[src/rtl/otp_ctrl_pkg.sv]
// Shared widths, command/state encodings and helpers for the OTP macro arbiter.
// Consumers: otp_ctrl_owner_fifo, otp_ctrl_macro_arb.
package otp_ctrl_pkg;

  localparam int OtpCmdWidth      = 3;
  localparam int OtpErrWidth      = 3;
  localparam int OtpSizeWidth     = 2;
  localparam int OtpIfWidth       = 16;
  localparam int OtpAddrWidth     = 11;
  localparam int ScrmblBlockWidth = 64;

  localparam int LciAgentIdx = 0;

  typedef enum logic [OtpCmdWidth-1:0] {
    Read     = 3'b000,
    Write    = 3'b001,
    ReadRaw  = 3'b010,
    WriteRaw = 3'b011,
    Init     = 3'b111
  } cmd_e;

  // Pairwise Hamming distance >= 3 so a single flipped bit never aliases a legal state.
  typedef enum logic [4:0] {
    ArbSt   = 5'b01101,
    HoldSt  = 5'b10110,
    ErrorSt = 5'b11011
  } arb_state_e;

  function automatic int vbits(input int value);
    return (value <= 1) ? 1 : $clog2(value);
  endfunction

endpackage

[src/rtl/otp_ctrl_macro_arb_chk.sv]
// Protocol checker: a latched requester must keep its request up until granted.
module otp_ctrl_macro_arb_chk (
  input logic clk_i,
  input logic rst_ni,
  input logic hold_i,
  input logic held_req_i
);

  held_req_stable_a: assert property (@(posedge clk_i) disable iff (!rst_ni)
    hold_i |-> held_req_i);

endmodule

[src/rtl/otp_ctrl_owner_fifo.sv]
// In-order FIFO of agent IDs that own the accepted-but-unanswered macro commands.
module otp_ctrl_owner_fifo
  import otp_ctrl_pkg::*;
#(
  parameter  int Depth  = 2,
  parameter  int Width  = 2,
  localparam int DepthW = vbits(Depth + 1)
) (
  input  logic              clk_i,
  input  logic              rst_ni,
  input  logic              push_i,
  input  logic [Width-1:0]  wdata_i,
  input  logic              pop_i,
  output logic [Width-1:0]  rdata_o,
  output logic              full_o,
  output logic              empty_o,
  output logic [DepthW-1:0] depth_o
);

  localparam int PtrW = vbits(Depth);

  logic [Width-1:0]  mem_q [Depth];
  logic [Width-1:0]  mem_d [Depth];
  logic [PtrW-1:0]   wptr_q, wptr_d, rptr_q, rptr_d;
  logic [DepthW-1:0] cnt_q, cnt_d;
  logic              do_push, do_pop;

  function automatic logic [PtrW-1:0] ptr_incr(input logic [PtrW-1:0] p);
    return (p == PtrW'(Depth - 1)) ? '0 : p + PtrW'(1);
  endfunction

  assign full_o  = (cnt_q == DepthW'(Depth));
  assign empty_o = (cnt_q == '0);
  assign depth_o = cnt_q;
  assign rdata_o = mem_q[rptr_q];
  assign do_push = push_i && !full_o;
  assign do_pop  = pop_i && !empty_o;

  // Next-state for storage, pointers and occupancy.
  always_comb begin
    mem_d  = mem_q;
    wptr_d = wptr_q;
    rptr_d = rptr_q;
    if (do_push) begin
      mem_d[wptr_q] = wdata_i;
      wptr_d        = ptr_incr(wptr_q);
    end else begin
      wptr_d = wptr_q;
    end
    rptr_d = do_pop ? ptr_incr(rptr_q) : rptr_q;
    cnt_d  = cnt_q + DepthW'(do_push) - DepthW'(do_pop);
  end

  // FIFO state registers.
  always_ff @(posedge clk_i or negedge rst_ni) begin
    if (!rst_ni) begin
      mem_q  <= '{default: '0};
      wptr_q <= '0;
      rptr_q <= '0;
      cnt_q  <= '0;
    end else begin
      mem_q  <= mem_d;
      wptr_q <= wptr_d;
      rptr_q <= rptr_d;
      cnt_q  <= cnt_d;
    end
  end

endmodule

[src/rtl/otp_ctrl_macro_arb.sv]
// Round-robin arbiter of agent command ports onto the single OTP macro port, with in-order
// response routing. Optional macro OTP_CTRL_ARB_AGENT0_PRIO_EN gives agent 0 absolute priority.
module otp_ctrl_macro_arb
  import otp_ctrl_pkg::*;
#(
  parameter int NumAgents      = 4,
  parameter int MaxOutstanding = 2
) (
  input  logic                                  clk_i,
  input  logic                                  rst_ni,
  input  logic [NumAgents-1:0]                  agent_req_i,
  input  logic [NumAgents-1:0][OtpCmdWidth-1:0]  agent_cmd_i,
  input  logic [NumAgents-1:0][OtpSizeWidth-1:0] agent_size_i,
  input  logic [NumAgents-1:0][OtpIfWidth-1:0]   agent_wdata_i,
  input  logic [NumAgents-1:0][OtpAddrWidth-1:0] agent_addr_i,
  output logic [NumAgents-1:0]                  agent_gnt_o,
  output logic [NumAgents-1:0]                  agent_rvalid_o,
  output logic [ScrmblBlockWidth-1:0]           agent_rdata_o,
  output logic [OtpErrWidth-1:0]                agent_err_o,
  output logic                                  otp_req_o,
  output logic [OtpCmdWidth-1:0]                otp_cmd_o,
  output logic [OtpSizeWidth-1:0]               otp_size_o,
  output logic [OtpIfWidth-1:0]                 otp_wdata_o,
  output logic [OtpAddrWidth-1:0]               otp_addr_o,
  input  logic                                  otp_gnt_i,
  input  logic                                  otp_rvalid_i,
  input  logic [ScrmblBlockWidth-1:0]           otp_rdata_i,
  input  logic [OtpErrWidth-1:0]                otp_err_i,
  output logic                                  arb_err_o,
  output logic                                  idle_o
);

  localparam int IdW  = vbits(NumAgents);
  localparam int CntW = vbits(MaxOutstanding + 1);

  arb_state_e      state_q, state_d;
  logic [IdW-1:0]  ptr_q, ptr_d, held_q, held_d;
  logic [IdW-1:0]  rr_win, sel, head_id;
  logic [CntW-1:0] fifo_depth;
  logic            fifo_full, fifo_empty;
  logic            any_req, otp_req, push, pop, resp_en, fsm_err, stray_rsp;

  function automatic logic [IdW-1:0] next_ptr(input logic [IdW-1:0] win);
    return (win == IdW'(NumAgents - 1)) ? '0 : win + IdW'(1);
  endfunction

  assign any_req = |agent_req_i;

  // Winner: lowest requester at or above the pointer, else lowest requester overall (wrap).
  always_comb begin
    rr_win = '0;
    for (int i = NumAgents - 1; i >= 0; i--) begin
      rr_win = agent_req_i[i] ? IdW'(i) : rr_win;
    end
    for (int i = NumAgents - 1; i >= 0; i--) begin
      rr_win = (agent_req_i[i] && (IdW'(i) >= ptr_q)) ? IdW'(i) : rr_win;
    end
`ifdef OTP_CTRL_ARB_AGENT0_PRIO_EN
    rr_win = agent_req_i[LciAgentIdx] ? IdW'(LciAgentIdx) : rr_win;
`else
    rr_win = rr_win;
`endif
  end

  // Arbitration FSM: next state, pointer/latch update and macro request.
  always_comb begin
    state_d = state_q;
    ptr_d   = ptr_q;
    held_d  = held_q;
    sel     = rr_win;
    otp_req = 1'b0;
    push    = 1'b0;
    fsm_err = 1'b0;
    case (state_q)
      ArbSt: begin
        if (!fifo_full && any_req) begin
          otp_req = 1'b1;
          if (otp_gnt_i) begin
            push  = 1'b1;
            ptr_d = next_ptr(rr_win);
          end else begin
            held_d  = rr_win;
            state_d = HoldSt;
          end
        end else begin
          otp_req = 1'b0;
        end
      end
      HoldSt: begin
        sel     = held_q;
        otp_req = 1'b1;
        if (otp_gnt_i) begin
          push    = 1'b1;
          ptr_d   = next_ptr(held_q);
          state_d = ArbSt;
        end else begin
          state_d = HoldSt;
        end
      end
      ErrorSt: begin
        fsm_err = 1'b1;
        state_d = ErrorSt;
      end
      default: begin
        fsm_err = 1'b1;
        state_d = ErrorSt;
      end
    endcase
  end

  // Responses are only routed from a legal operating state.
  assign resp_en   = (state_q == ArbSt) || (state_q == HoldSt);
  assign pop       = resp_en && otp_rvalid_i && !fifo_empty;
  assign stray_rsp = resp_en && otp_rvalid_i && fifo_empty;

  assign agent_gnt_o    = push ? (NumAgents'(1) << sel) : '0;
  assign agent_rvalid_o = pop ? (NumAgents'(1) << head_id) : '0;
  assign agent_rdata_o  = otp_rdata_i;
  assign agent_err_o    = otp_err_i;

  assign otp_req_o   = otp_req;
  assign otp_cmd_o   = otp_req ? agent_cmd_i[sel] : OtpCmdWidth'(Read);
  assign otp_size_o  = otp_req ? agent_size_i[sel] : '0;
  assign otp_wdata_o = otp_req ? agent_wdata_i[sel] : '0;
  assign otp_addr_o  = otp_req ? agent_addr_i[sel] : '0;

  assign arb_err_o = fsm_err || stray_rsp;
  assign idle_o    = !any_req && (fifo_depth == '0);

  // FSM state, round-robin pointer and held winner.
  always_ff @(posedge clk_i or negedge rst_ni) begin
    if (!rst_ni) begin
      state_q <= ArbSt;
      ptr_q   <= '0;
      held_q  <= '0;
    end else begin
      state_q <= state_d;
      ptr_q   <= ptr_d;
      held_q  <= held_d;
    end
  end

  otp_ctrl_owner_fifo #(
    .Depth (MaxOutstanding),
    .Width (IdW)
  ) u_owner_fifo (
    .clk_i   (clk_i),
    .rst_ni  (rst_ni),
    .push_i  (push),
    .wdata_i (sel),
    .pop_i   (pop),
    .rdata_o (head_id),
    .full_o  (fifo_full),
    .empty_o (fifo_empty),
    .depth_o (fifo_depth)
  );

  otp_ctrl_macro_arb_chk u_chk (
    .clk_i      (clk_i),
    .rst_ni     (rst_ni),
    .hold_i     (state_q == HoldSt),
    .held_req_i (agent_req_i[held_q])
  );

endmodule

[config.mk]
export PLATFORM = sky130hd
export DESIGN_NAME = otp_ctrl_macro_arb
export DESIGN_NICKNAME = d
export VERILOG_FILES = /design/src/rtl/otp_ctrl_pkg.sv /design/src/rtl/otp_ctrl_macro_arb_chk.sv /design/src/rtl/otp_ctrl_owner_fifo.sv /design/src/rtl/otp_ctrl_macro_arb.sv
export SDC_FILE = /design/constraint.sdc
export NUM_CORES = 1
export LEC_CHECK = 0
export BUFFER_PORTS_ARGS = -buffer_cell sky130_fd_sc_hd__buf_2
export CAP_MARGIN = 20
export CORE_AREA = 8 8 116 118
export CTS_BUF_LIST = sky130_fd_sc_hd__clkbuf_16
export CTS_CLUSTER_SIZE = 25
export DETAILED_ROUTE_END_ITERATION = 8
export DIE_AREA = 0 0 124 126
export GPL_ROUTABILITY_DRIVEN = 0
export PLACE_DENSITY = 0.7
export SYNTH_ARGS = -nofsm -noshare
export SYNTH_HDL_FRONTEND = slang
export SYNTH_SLANG_ARGS = --single-unit
[constraint.sdc]
create_clock -name clk_i -period 2.13 [get_ports clk_i]
set_input_delay 0 -clock clk_i [delete_from_list [all_inputs] [get_ports clk_i]]
set_output_delay 0 -clock clk_i [all_outputs]
set_load 0.03 [all_outputs]
==> results.yml <==
outcome:
  status: "finished with violations"
  violations: "negative setup slack"
clock_tree:
  clock_latency_ps: 240
  cts-root-buf: "clkbuf_16"
  cts-htree-levels: 1
  clk_pin_slew_worst_paths_ps: 50
  clk_path_buf_depth: 2
  cts_num_sinks: 15
  cts_tree: "done"
  cts_buffers: 3
route:
  via_per_inst: 6.06
  post_drt_wl_per_cell_um: 24.1
  ant_nets: 0
  drtIter0Drc: 303
  vias: 4227
  drc: 0
  routed_wl_mm: 16.8
  first_pass_iters: 5
timing:
  slew_headroom_pct: 71.0
  fin_crit_ps: 2170
  hold_viol: 0
  fmax_mhz: 462
  setup_viol: 22
  rsz0062_at_grt: "yes"
  setup_ws_ps: -36.8
  slew_viol_final: 0
  worstMarginPinSlew_ps: 431
  skew_ps: 1.41
  fin_crit_sh_pct: 102
critical_path:
  r2r_setup_slack_ps: 120
  setup.worst_path.start_class: "flop"
  path_class: "reg2out"
  crit_path_top_delay_cell: "dfrtp_2"
  crit_path_start: "ptr_q[1]"
  cp.arrival_ps: 2170
  worstPathRequired_ps: 2130
  path_max_fanout: 8
  cp-end-kind: "output pin"
  cpPeakStageDelay_ps: 490
  worst_r2r_startpoint: "state_q[3]"
  crit_chain: "nand2b_1 -> a21oi_2 -> nor3_2 -> and3_4 -> buf_12 -> buf_16 -> a211o_1 -> buf_6"
floorplan:
  rows: 40
  coreArea_um2: 11700
  start_util_pct: 30.7
  die_h_um: 126
  die_x_um: 124
  design.die.area_um2: 15600
  boundaryPins: 313
placement:
  placed_area_um2: 4260
  placed_cells: 674
  port_buffers: 178
  dp_slack_ps: 60.5
  dp_hpwl_mm: 12.1
synth:
  syn_area_per_cell_um2: 8.39
  synth_flop_cell: "dfrtp_1"
  yosysWarnings: 0
  netlist_area_um2: 3600
  syn_nets: 634
  ys_types: 51
  synth_edf_count: 0
  syn-instance-count: 429
  yosysSeqAreaShare_pct: 10.5
  ys_ff_latch: 15
  synthArstFlopShare_pct: 100
global_route:
  grt_antenna_before_repair: 1
  grt_pass1_wl_mm: 23.8
  grt_max_degree: 33
  overflow: 0
  grt_pass1_vias: 4370
  track_usage_pct: 18.9
power:
  leakagePower_uw: 0.00226
  power_density_nw_per_um2: 196
  ir_drop_mv: 0.316
final_layout:
  drive_above_1_share_pct: 53.4
  final_cells: 697
  syn2layout_area_growth_pct: 37.9
  design_area_um2: 4960
  fin_nets: 755
worst_hold_path:
  min_from: "otp_rdata_i[16]"
  worstHoldPathType: "in2out"
job:
  max_cap_viol_count: 0
[cell type report]
type	count	area [µm²]
Antenna cell	1	2.50
Clock buffer	3	75.1
Clock inverter	1	5.00
Fill cell	1163	6750
Inverter	7	26.3
Multi-Input combinational cell	297	2570
Sequential cell	15	383
Tap cell	147	184
Timing Repair Buffer	226	1710
[power breakdown]
group / internal, µW / switching (µW) / leakage [µW]
Sequential: 286 / 0 / 0.000176
Combinational: 171 / 150 / 0.00204
Clock: 251 / 115 / 0.0000409
[cells in the mapped netlist (2+ instances only)]
library cell  number  share of area, %
o211ai_1           3              0.63
xnor2_1            4              0.97
o21ai_0            2              0.28
a21oi_1           37               5.1
clkbuf_1          23               2.4
a211o_1           31               7.5
a22o_1            31               7.5
mux2_2             3              0.94
o21ai_1            2              0.28
nand2b_1           7               1.2
o21a_1             3              0.63
dfstp_2            2               1.5
buf_1              2              0.21
dfrtp_1           13               9.0
a31oi_1            2              0.35
inv_1              7              0.73
nand2_1           47               4.9
buf_2              9               1.3
buf_4             67                14
or3_1              2              0.35
nor2_1            16               1.7
nor3_1             7              0.97
nor2b_1            9               1.6
mux4_2            32                20
nand4_1           32               5.6
mux2_1             3              0.94
buf_8              3               1.3
ha_1               2              0.70
buf_6              6               1.9
[flip-flops by register name, summed over array words and instances (netlist names)]
register	count
u_owner_fifo.depth_o	2
u_owner_fifo.wptr_q	1
held_q	2
u_owner_fifo.mem_q	4
ptr_q	2
u_owner_fifo.rptr_q	1
state_q	3
[kinds of logic after synthesis]
kind of cell | synth area share, %
compound gates | 24.8
xor+xnor | 1.22
fa+ha+maj | 0.696
buf+inv | 21.7
flops | 10.5
mux | 22.2
simple gates | 18.9
[cell usage in the layout (no fill, tap or decap), types with 7 or more instances in the layout]
| cell | instances |
|---|---|
| buf_2 | 143 |
| nand2_1 | 47 |
| buf_6 | 37 |
| a21oi_1 | 36 |
| mux4_2 | 32 |
| nand4_1 | 32 |
| a22o_1 | 31 |
| a211o_1 | 31 |
| buf_4 | 30 |
| nor2_1 | 16 |
| dfrtp_1 | 9 |
| buf_12 | 8 |
| inv_1 | 7 |
| clkbuf_16 | 7 |
[critical path: cells and delay by family (launching register included)]
kind / cells / cell delay [ps]
DFF: 1 / 490
AOI/OAI and AO/OA: 2 / 520
and+or+nand+nor: 3 / 490
buffers and inverters: 3 / 430
[through the flow]
step | hold WS, ps | utilization (%) | setup TNS (ps) | power [µW]
4_1_cts | 0.205 | 40.3 | -410 | 957
6_report | 0.0116 | 42.4 | -423 | 972
2_1_floorplan | -296 | - | 0 | 624
3_5_place_dp | -75.9 | 36.4 | 0 | 590
3_3_place_gp | -80.9 | 36.4 | 0 | 581
5_1_grt | 0.0435 | 42.3 | -2660 | 1010
[routing by layer]
| metal | routed length [µm] | global-route usage (%) |
|---|---|---|
| met3 | 2240 | 6.08 |
| met2 | 8300 | 33.4 |
| met1 | 5790 | 20.7 |
| met4 | 447 | 6.02 |
| met5 | 13 | 0 |
[what timing repair did]
action	in CTS	in global routing
buffers inserted	7	4
cloned	3	4
pin swaps	16	21
gates resized for setup	76	31
endpoints found under the setup margin	31	36
hold endpoints to repair	15	0
hold buffers	1	0
[final timing paths]
path                                               to  depth (start not counted)
worst min-delay path                agent_rdata_o[16]                          0
worst max register to register  u_owner_fifo.mem_q[1]                          6
worst max-delay path                   otp_wdata_o[6]                          8
min in group asynchronous         u_owner_fifo.rptr_q                          2
max in group asynchronous                  state_q[2]                          2
worst min register to register    u_owner_fifo.wptr_q                          1
(Power assumes the default switching activity.)
